**src/rtl/fact_pow_pkg.sv**
```systemverilog
// Shared types and constants for the factorial / power engine.
package fact_pow_pkg;

  typedef enum logic [2:0] {
    IDLE = 3'd0,
    INIT = 3'd1,
    MUL  = 3'd2,
    STEP = 3'd3,
    DONE = 3'd4
  } stateT;

  localparam logic MODE_FACT = 1'b0;
  localparam logic MODE_POW  = 1'b1;

endpackage

```
**src/rtl/fact_pow_engine_mul.sv**
```systemverilog
// Sequential shift-add multiplier: go loads the operands and retires bit 0,
// the remaining WIDTH-1 bits follow one per cycle; valid pulses WIDTH cycles after go.
module shift_add_mul #(
  parameter int unsigned WIDTH = 8
) (
  input  logic                 clk,
  input  logic                 reset,
  input  logic                 go,
  input  logic [WIDTH-1:0]     a,
  input  logic [WIDTH-1:0]     b,
  output logic [2*WIDTH-1:0]   product,
  output logic                 valid
);

  localparam int unsigned PW = 2 * WIDTH;
  localparam int unsigned CW = $clog2(WIDTH + 1);

  logic [PW-1:0]    mcand;
  logic [WIDTH-1:0] mplier;
  logic [CW-1:0]    steps;

  always_ff @(posedge clk) begin
    if (reset) begin
      product <= '0;
      mcand   <= '0;
      mplier  <= '0;
      steps   <= '0;
      valid   <= 1'b0;
    end else if (go) begin
      product <= b[0] ? PW'(a) : '0;
      mcand   <= PW'(a) << 1;
      mplier  <= b >> 1;
      steps   <= CW'(WIDTH - 1);
      valid   <= 1'b0;
    end else if (steps != '0) begin
      product <= product + (mplier[0] ? mcand : '0);
      mcand   <= mcand << 1;
      mplier  <= mplier >> 1;
      steps   <= steps - CW'(1);
      valid   <= (steps == CW'(1));
    end else begin
      valid   <= 1'b0;
    end
  end

endmodule

```
**src/rtl/fact_pow_engine.sv**
```systemverilog
// Multi-cycle engine computing op_a! or op_a^op_b modulo 2^WIDTH with sticky overflow.
// Build option FACT_POW_EARLY_ABORT_EN: stop at the first overflowing step.
module fact_pow_engine
  import fact_pow_pkg::*;
#(
  parameter int unsigned WIDTH     = 8,
  parameter int unsigned CNT_WIDTH = WIDTH
) (
  input  logic             clk,
  input  logic             reset,
  input  logic             start,
  input  logic             mode,
  input  logic [WIDTH-1:0] op_a,
  input  logic [WIDTH-1:0] op_b,
  output logic             busy,
  output logic             done,
  output logic [WIDTH-1:0] result,
  output logic             overflow
);

  stateT state, stateNext;

  logic                 modeQ;
  logic [WIDTH-1:0]     opAQ, opBQ;
  logic [WIDTH-1:0]     acc;
  logic [CNT_WIDTH-1:0] cnt;

  logic                 mulGo;
  logic [WIDTH-1:0]     mulA, mulB;
  logic [2*WIDTH-1:0]   product;
  logic                 mulValid;
  logic                 busyNext, doneNext;

  logic stepOvf_c, loopEnd_c, trivial_c, abort_c;

  assign stepOvf_c = |product[2*WIDTH-1:WIDTH];
  assign loopEnd_c = (modeQ == MODE_FACT) ? (cnt <= CNT_WIDTH'(2)) : (cnt == CNT_WIDTH'(1));
  assign trivial_c = (modeQ == MODE_FACT) ? (opAQ <= WIDTH'(1)) : (opBQ == '0);

`ifdef FACT_POW_EARLY_ABORT_EN
  assign abort_c = stepOvf_c;
`else
  assign abort_c = 1'b0;
`endif

  shift_add_mul #(.WIDTH(WIDTH)) uMul (
    .clk     (clk),
    .reset   (reset),
    .go      (mulGo),
    .a       (mulA),
    .b       (mulB),
    .product (product),
    .valid   (mulValid)
  );

  always_ff @(posedge clk) begin
    if (reset) state <= IDLE;
    else       state <= stateNext;
  end

  always_comb begin
    stateNext = state;
    case (state)
      IDLE:    if (start) stateNext = INIT;
      INIT:    stateNext = trivial_c ? DONE : MUL;
      MUL:     if (mulValid) stateNext = STEP;
      STEP:    stateNext = (loopEnd_c || abort_c) ? DONE : MUL;
      DONE:    stateNext = IDLE;
      default: stateNext = IDLE;
    endcase
  end

  // In INIT the accumulator is 1 and both modes multiply by op_a first.
  always_comb begin
    mulGo    = 1'b0;
    mulA     = product[WIDTH-1:0];
    mulB     = opAQ;
    busyNext = (stateNext == INIT) || (stateNext == MUL) || (stateNext == STEP);
    doneNext = (stateNext == DONE);
    case (state)
      INIT: begin
        mulGo = !trivial_c;
        mulA  = WIDTH'(1);
      end
      STEP: begin
        mulGo = (stateNext == MUL);
        if (modeQ == MODE_FACT) mulB = WIDTH'(cnt - CNT_WIDTH'(1));
      end
      default: ;
    endcase
  end

  // Datapath: operand capture, accumulator, counter and registered outputs.
  always_ff @(posedge clk) begin
    if (reset) begin
      modeQ    <= MODE_FACT;
      opAQ     <= '0;
      opBQ     <= '0;
      acc      <= '0;
      cnt      <= '0;
      overflow <= 1'b0;
      result   <= '0;
      busy     <= 1'b0;
      done     <= 1'b0;
    end else begin
      busy <= busyNext;
      done <= doneNext;
      case (state)
        IDLE: if (start) begin
          modeQ <= mode;
          opAQ  <= op_a;
          opBQ  <= op_b;
        end
        INIT: begin
          acc      <= WIDTH'(1);
          overflow <= 1'b0;
          cnt      <= (modeQ == MODE_FACT) ? CNT_WIDTH'(opAQ) : CNT_WIDTH'(opBQ);
          if (trivial_c) result <= WIDTH'(1);
        end
        STEP: begin
          acc      <= product[WIDTH-1:0];
          overflow <= overflow | stepOvf_c;
          cnt      <= cnt - CNT_WIDTH'(1);
          if (stateNext == DONE) result <= product[WIDTH-1:0];
        end
        default: ;
      endcase
    end
  end

endmodule
```
**config.mk**
```make
export PLATFORM = sky130hd
export DESIGN_NAME = fact_pow_engine
export DESIGN_NICKNAME = d
export VERILOG_FILES = /design/src/rtl/fact_pow_pkg.sv /design/src/rtl/fact_pow_engine_mul.sv /design/src/rtl/fact_pow_engine.sv
export SDC_FILE = /design/constraint.sdc
export NUM_CORES = 1
export LEC_CHECK = 0
export ABC_AREA = 1
export BUFFER_PORTS_ARGS = -buffer_cell sky130_fd_sc_hd__buf_4
export CAP_MARGIN = 20
export CELL_PAD_IN_SITES_DETAIL_PLACEMENT = 1
export CELL_PAD_IN_SITES_GLOBAL_PLACEMENT = 1
export CORE_MARGIN = 4
export CORE_UTILIZATION = 40
export CTS_CLUSTER_SIZE = 40
export DETAILED_ROUTE_END_ITERATION = 8
export HOLD_SLACK_MARGIN = 0.08
export MAX_ROUTING_LAYER = met4
export PLACE_DENSITY_LB_ADDON = 0.15
export SETUP_SLACK_MARGIN = 0.5
export SYNTH_ARGS = -nofsm -noshare
export SYNTH_HDL_FRONTEND = slang
export SYNTH_SLANG_ARGS = --single-unit
```
**constraint.sdc**
```tcl
create_clock -name clk -period 2.3 [get_ports clk]
set_input_delay 0.46 -clock clk [delete_from_list [all_inputs] [get_ports clk]]
set_output_delay 0.46 -clock clk [all_outputs]
set_load 0.1 [all_outputs]
```
# [After elaboration in Yosys (flattened, before gate mapping)]
# Index checks and enable logic that the tools add are counted.
# Widths: inputs -> output; s select.
[totals] reg_bits=82 in_bits=20 output_inout_bits=11 elab_cells=74
[classes] addsub=3 n_lt_le_gt_ge=2 eq_ne=11 mux=27 n_bitwise=2 n_reduce_logical=13
[ops] cell="$mux 8" count=7
[ops] cell="$mux 16" count=3
[ops] cell="$pmux 8 s2" count=2
[ops] cell="$mux 3" count=6
[ops] cell="$mux 9" count=2
[ops] cell="$add 16x16->16" count=1
[ops] cell="$mux 7" count=2
[ops] cell="$eq 3x2->1 const B" count=4
[ops] cell="$pmux 3 s4" count=1
[ops] cell="$eq 8x1->1 const B" count=1
[ops] cell="$le 8x1->1 const B" count=1
[ops] cell="$le 8x2->1 const B" count=1
[ops] cell="$logic_not 8->1" count=1
[ops] cell="$reduce_or 8->1" count=1
[ops] cell="$sub 8x1->8 const B" count=1
[ops] cell="$eq 3x1->1 const B" count=2
[ops] cell="$eq 4x1->1 const B" count=1
[ops] cell="$ne 2x2->1 const B" count=2
[ops] cell="$pmux 1 s2" count=2
[ops] cell="$reduce_bool 2->1" count=2
[ops] cell="$reduce_bool 4->1" count=1
[ops] cell="$sub 4x1->4 const B" count=1
[ops] cell="$eq 3x3->1 const B" count=1
[ops] cell="$logic_not 3->1" count=1
[ops] cell="9 further kinds" count=11

# [Logic depth before layout (Yosys ltp)]
[depth] depth_word=7 ltp_mapped=14 ltp_nobuf=13

# [Modules after synthesis]
# Synthesis repeated with hierarchy kept, for this count alone.
[hier_totals] hier_cells=712 hier_area_um2=4684.5
[by_module_without_submodules] module="shift_add_mul" n_inst=1 cells_per_inst=416 area_each_um2=2691.3 seq_area_each_um2=860.8
[by_module_without_submodules] module="fact_pow_engine" n_inst=1 cells_per_inst=296 area_each_um2=1993.2 seq_area_each_um2=780.7

# [Least setup slack after synthesis]
# No wires, ideal clock.
[synth_timing] path_kind="register to register" start="reg uMul.mplier[0]" end="reg uMul.product[12]" setup_ns=0.113 t_arrival_ns=1.974 required_ns=2.187 slack_ns=0.213 path_stages_with_launch=13 path_buffers=2 period_less_slack_ns=2.087 path_cell_list="dfxtp_1 clkbuf_1 clkbuf_1 nand2_1 inv_1 ha_1 a21oi_1 nand2_1 nand2_1 nand3_1 or2_2 nand3_1 nand2_1"
[synth_via] elab_chain_cells=4
[synth_rtl] element="start, declared" line="fact_pow_engine_mul.sv:19" text="logic [WIDTH-1:0] mplier;"
[synth_rtl] element="start signal, assigned" line="fact_pow_engine_mul.sv:32" text="mplier <= b >> 1;"
[synth_rtl] element="start signal, assigned" line="fact_pow_engine_mul.sv:38" text="mplier <= mplier >> 1;"
[synth_rtl] element="$mux 16" line="fact_pow_engine_mul.sv:36" text="product <= product + (mplier[0] ? mcand : '0);"
[synth_rtl] element="$add 16x16->16" line="fact_pow_engine_mul.sv:36"
[synth_rtl] element="$mux 16" line="fact_pow_engine_mul.sv:35" text="end else if (steps != '0) begin"
[synth_rtl] element="$mux 16" line="fact_pow_engine_mul.sv:29" text="end else if (go) begin"
[synth_rtl] element="end signal, assigned" line="fact_pow_engine_mul.sv:30" text="product <= b[0] ? PW'(a) : '0;"
[synth_rtl] element="end signal, assigned" line="fact_pow_engine_mul.sv:36"
[synth_rtl] element="end, declared" line="fact_pow_engine_mul.sv:11" text="output logic [2*WIDTH-1:0] product,"
# No other way between the ends. The select of a mux whose other input is x is not followed.
# A chain may end at the register's enable or synchronous reset.

# [Worst setup path after layout]
[layout_timing] start="reg uMul.mplier[0]" end="reg uMul.product[13]"
# Same word-level chain as after synthesis.

==> results.yml <==
place:
  gp_congestion: 0.883
  post-place-ws_ns: 0.0318
  numPortBuffers: 30
  numPlacedInstances: 891
  dp_hpwl_um: 11200
timing:
  final_max_slew_viol_count: 0
  worst_hold_slack_ns: 0.328
  final_min_period_over_clock_period_pct: 82.0
  final-setup-viol-count: 0
  timing.setup.tns_ns: 0
  worst_clock_skew_ns: 0.00774
  setup_repair_after_global_routing_missed_its_margin: "true"
  period_minus_slack_ns: 1.89
  relSlewSlack_pct: 75.0
  worstMarginPinSlew_ns: 0.376
  finalHoldViolCount: 0
  postLayoutSetupSlackWorst_ns: 0.415
  timing.fmax_ghz: 0.530
min_path:
  startpoint_of_the_tightest_hold_check_path: "op_b[2]"
  holdCritPathClass: "in2reg"
  hold_path_sink: "opBQ[2]$_SDFFE_PP0P_"
  min_delay_path_depth: 3
drt:
  detailedRoute.firstPassIterationCount: 4
  wl_um: 16700
  drc_errors: 0
  via_count: 4945
  detail-route-antenna-nets: 0
  routed_via_density: 5.31
  post_drt_wl_per_cell_um: 17.9
  drt_iter0_markers: 177
logic_synthesis:
  post_synth_inst_count: 728
  synth_edf_count: 0
  asyncSetResetFlopFracSynth_pct: 0
  syn_area_sq_um: 4750
  yosys.cell_types.count: 39
  seq_area_frac_synth_pct: 34.6
  synthDominantAreaCellType: "sky130_fd_sc_hd__dfxtp_1"
  synth_top_cells_by_area: "sky130_fd_sc_hd__dfxtp_1 (35%), sky130_fd_sc_hd__nand2_1 (16%), sky130_fd_sc_hd__inv_1 (7.3%)"
  synth_nets: 768
  synth_seq_cells: 82
  ys.flop_type: "sky130_fd_sc_hd__dfxtp_1"
  netlist.area_leader.share_pct: 34.6
  synth.yosys.warnings: 0
  syn_area_per_cell_sq_um: 6.53
floorplan:
  placementRows: 39
  die_y_um: 117
  core_area_sq_um: 11500
  start_util_pct: 41.3
  die_area_sq_um: 13700
  io_pins: 31
  die_x_um: 117
clock_network:
  tritoncts.num_buffers: 9
  tritoncts: "done"
  clock_latency_late_sink_ns: 0.36
  ctsHoldBuffers: 0
  cts-htree-levels: 3
  cts.sinks: 82
  ctsRootBufferMaster: "sky130_fd_sc_hd__clkbuf_16"
  cts_buffer_depth: 2
  worst_path_clk_slew_ns: 0.07
cells_and_area:
  fill_cells: 1444
  most_frequent_standard_cell_in_the_layout_excluding_fill_and_tap_cells: "sky130_fd_sc_hd__nand2_1"
  area.growth.synth_to_final_pct: 30.6
  final_layout_size_suffix_gt1_share_pct: 25.9
  layout_common_cells: "sky130_fd_sc_hd__nand2_1 (170), sky130_fd_sc_hd__dfxtp_1 (76), sky130_fd_sc_hd__inv_1 (75), sky130_fd_sc_hd__nor2_1 (67), sky130_fd_sc_hd__buf_4 (61)"
  num-nets-final: 823
  num_antenna_cells: 0
  finish.cell_count_without_fillers: 931
power:
  totalPowerFinal_uw: 5940
  power-per-cell-area_nw_per_um2: 957
  ir_drop_mv: 0.461
  leakage_uw: 0.00297
setup_path:
  crit_fanout: 6
  worstReg2RegEnd: "uMul.product[13]$_SDFFE_PP0P_"
  ws_path_type: "reg2reg"
  setup.worst_path.start_class: "register"
  crit_path_dat_ns: 2.14
  critPathCaptureType: "register"
  r2r_slack_ns: 0.41
  r2r.worst_path.cells: 12
  timing.rr.start: "uMul.mplier[0]$_SDFFE_PP0P_"
  cp_data_required_time_ns: 2.56
global_routing:
  grt_remaining_overflow: 0
  global_router_s_overall_resource_usage_pct: 25.2
  via_count_of_the_first_global_routing_pass: 5228
  number_of_antenna_violations_at_the_first_check_in_global_routing: 0
  grt_start_max_net_pins: 30
  grt_pass1_wl_um: 25700
run:
  drv.max_cap_violation_count: 0
status:
  run_status: "finished clean"
worst max-delay path: stages, from the launching register on:
cell and delay [ns]:
sky130_fd_sc_hd__dfxtp_4 0.41, sky130_fd_sc_hd__buf_6 0.15, sky130_fd_sc_hd__nand2_2 0.06, sky130_fd_sc_hd__inv_2 0.07
sky130_fd_sc_hd__ha_4 0.22, sky130_fd_sc_hd__buf_4 0.14, sky130_fd_sc_hd__nand3_2 0.08, sky130_fd_sc_hd__nand2_4 0.07
sky130_fd_sc_hd__nand3_1 0.09, sky130_fd_sc_hd__nand3_2 0.08, sky130_fd_sc_hd__or2_2 0.27, sky130_fd_sc_hd__nand3_1 0.08
sky130_fd_sc_hd__nand2_1 0.05
routing by layer:
layer	GRT usage [%]	up-vias	part of all wire (%)
li1	-	2448	-
met1	27.7	2383	42
met2	45.1	88	53
met3	3.91	26	2.6
met4	10.6	0	2.3
met5	-	-	0
cell usage after synthesis (2+ instances only):
library cell               count
sky130_fd_sc_hd__a21oi_1      52
sky130_fd_sc_hd__a22oi_1       5
sky130_fd_sc_hd__buf_2         3
sky130_fd_sc_hd__buf_4         3
sky130_fd_sc_hd__buf_6         3
sky130_fd_sc_hd__clkbuf_1     16
sky130_fd_sc_hd__clkinv_1      2
sky130_fd_sc_hd__dfxtp_1      82
sky130_fd_sc_hd__ha_1         19
sky130_fd_sc_hd__inv_1        92
sky130_fd_sc_hd__inv_2         6
sky130_fd_sc_hd__nand2_1     200
sky130_fd_sc_hd__nand2_4       2
sky130_fd_sc_hd__nand3_1      47
sky130_fd_sc_hd__nand3b_1      6
sky130_fd_sc_hd__nand4_1      21
sky130_fd_sc_hd__nor2_1       71
sky130_fd_sc_hd__nor2_2        3
sky130_fd_sc_hd__nor2_4        3
sky130_fd_sc_hd__nor3_1        2
sky130_fd_sc_hd__nor4_1        2
sky130_fd_sc_hd__o21ai_0      55
sky130_fd_sc_hd__o21ai_1       7
sky130_fd_sc_hd__or2_2         6
sky130_fd_sc_hd__xor2_1        6
flip-flops by register name, summed over array words and instances (netlist names):
signal        flops
opAQ              8
done              1
busy              1
uMul.mplier       7
modeQ             1
uMul.steps        4
uMul.valid        1
uMul.mcand       15
result            8
cnt               8
uMul.product     16
state             3
overflow          1
opBQ              8
logic make-up (layout without fill, tap and decap cells):
family	Yosys count	count (layout)	share of synthesized area (%)
AOI/OAI and AO/OA	123	123	13.5
xor gates and xnor gates	7	7	1.29
adders and majority gates	20	20	5.43
buffers and inverters	126	186	10.7
DFF	82	82	34.6
muxes	1	1	0.211
and+or+nand+nor	369	369	34.3
layout make-up:
cell class / instances / area, sq um / area share, %
Inverter: 100 / 402 / 6.47
Clock buffer: 10 / 229 / 3.69
Sequential cell: 82 / 1650 / 26.6
Tap cell: 143 / 179 / 2.88
Multi-Input combinational cell: 520 / 3050 / 49.1
Timing Repair Buffer: 69 / 574 / 9.26
Clock inverter: 6 / 115 / 1.86
Timing Repair inverter: 1 / 7.51 / 0.121
how the worst max path moves through the flow:
| stage | from | end | slack, ns | depth (start not counted) |
|---|---|---|---|---|
| final | uMul.mplier[0]$_SDFFE_PP0P_ | uMul.product[13]$_SDFFE_PP0P_ | 0.41 | 12 |
| after detailed placement | uMul.mplier[0]$_SDFFE_PP0P_ | uMul.product[5]$_SDFFE_PP0P_ | 0.03 | 13 |
| after global routing | uMul.mplier[0]$_SDFFE_PP0P_ | uMul.product[14]$_SDFFE_PP0P_ | 0.30 | 10 |
| after CTS | uMul.mplier[0]$_SDFFE_PP0P_ | uMul.product[5]$_SDFFE_PP0P_ | 0.45 | 13 |
| after global placement | uMul.mplier[0]$_SDFFE_PP0P_ | uMul.product[5]$_SDFFE_PP0P_ | 0.07 | 13 |
| after floorplan | uMul.mplier[0]$_SDFFE_PP0P_ | uMul.product[13]$_SDFFE_PP0P_ | 0.50 | 14 |
power by group:
group	switching [uW]	internal, uW
clock	641	1070
combinational	1520	861
sequential	215	1640
repair_timing:
action / 4_1_cts / 5_1_grt
pin swaps: 12 / 16
hold endpoints to repair: 0 / 0
gates resized for setup: 66 / 65
setup endpoints to repair: 45 / 61
setup buffers: 7 / 15
gates cloned: 0 / 2
per-stage QoR:
step / utilization [%] / instance area [sq um]
finish: 53.9 / 6200
global route: 53.9 / 6200
CTS: 51.0 / 5870
detailed placement: 45.5 / 5240
global placement: 45.5 / 5240
floorplan: - / 4860
Note: power is estimated with default switching activity, not from simulation.
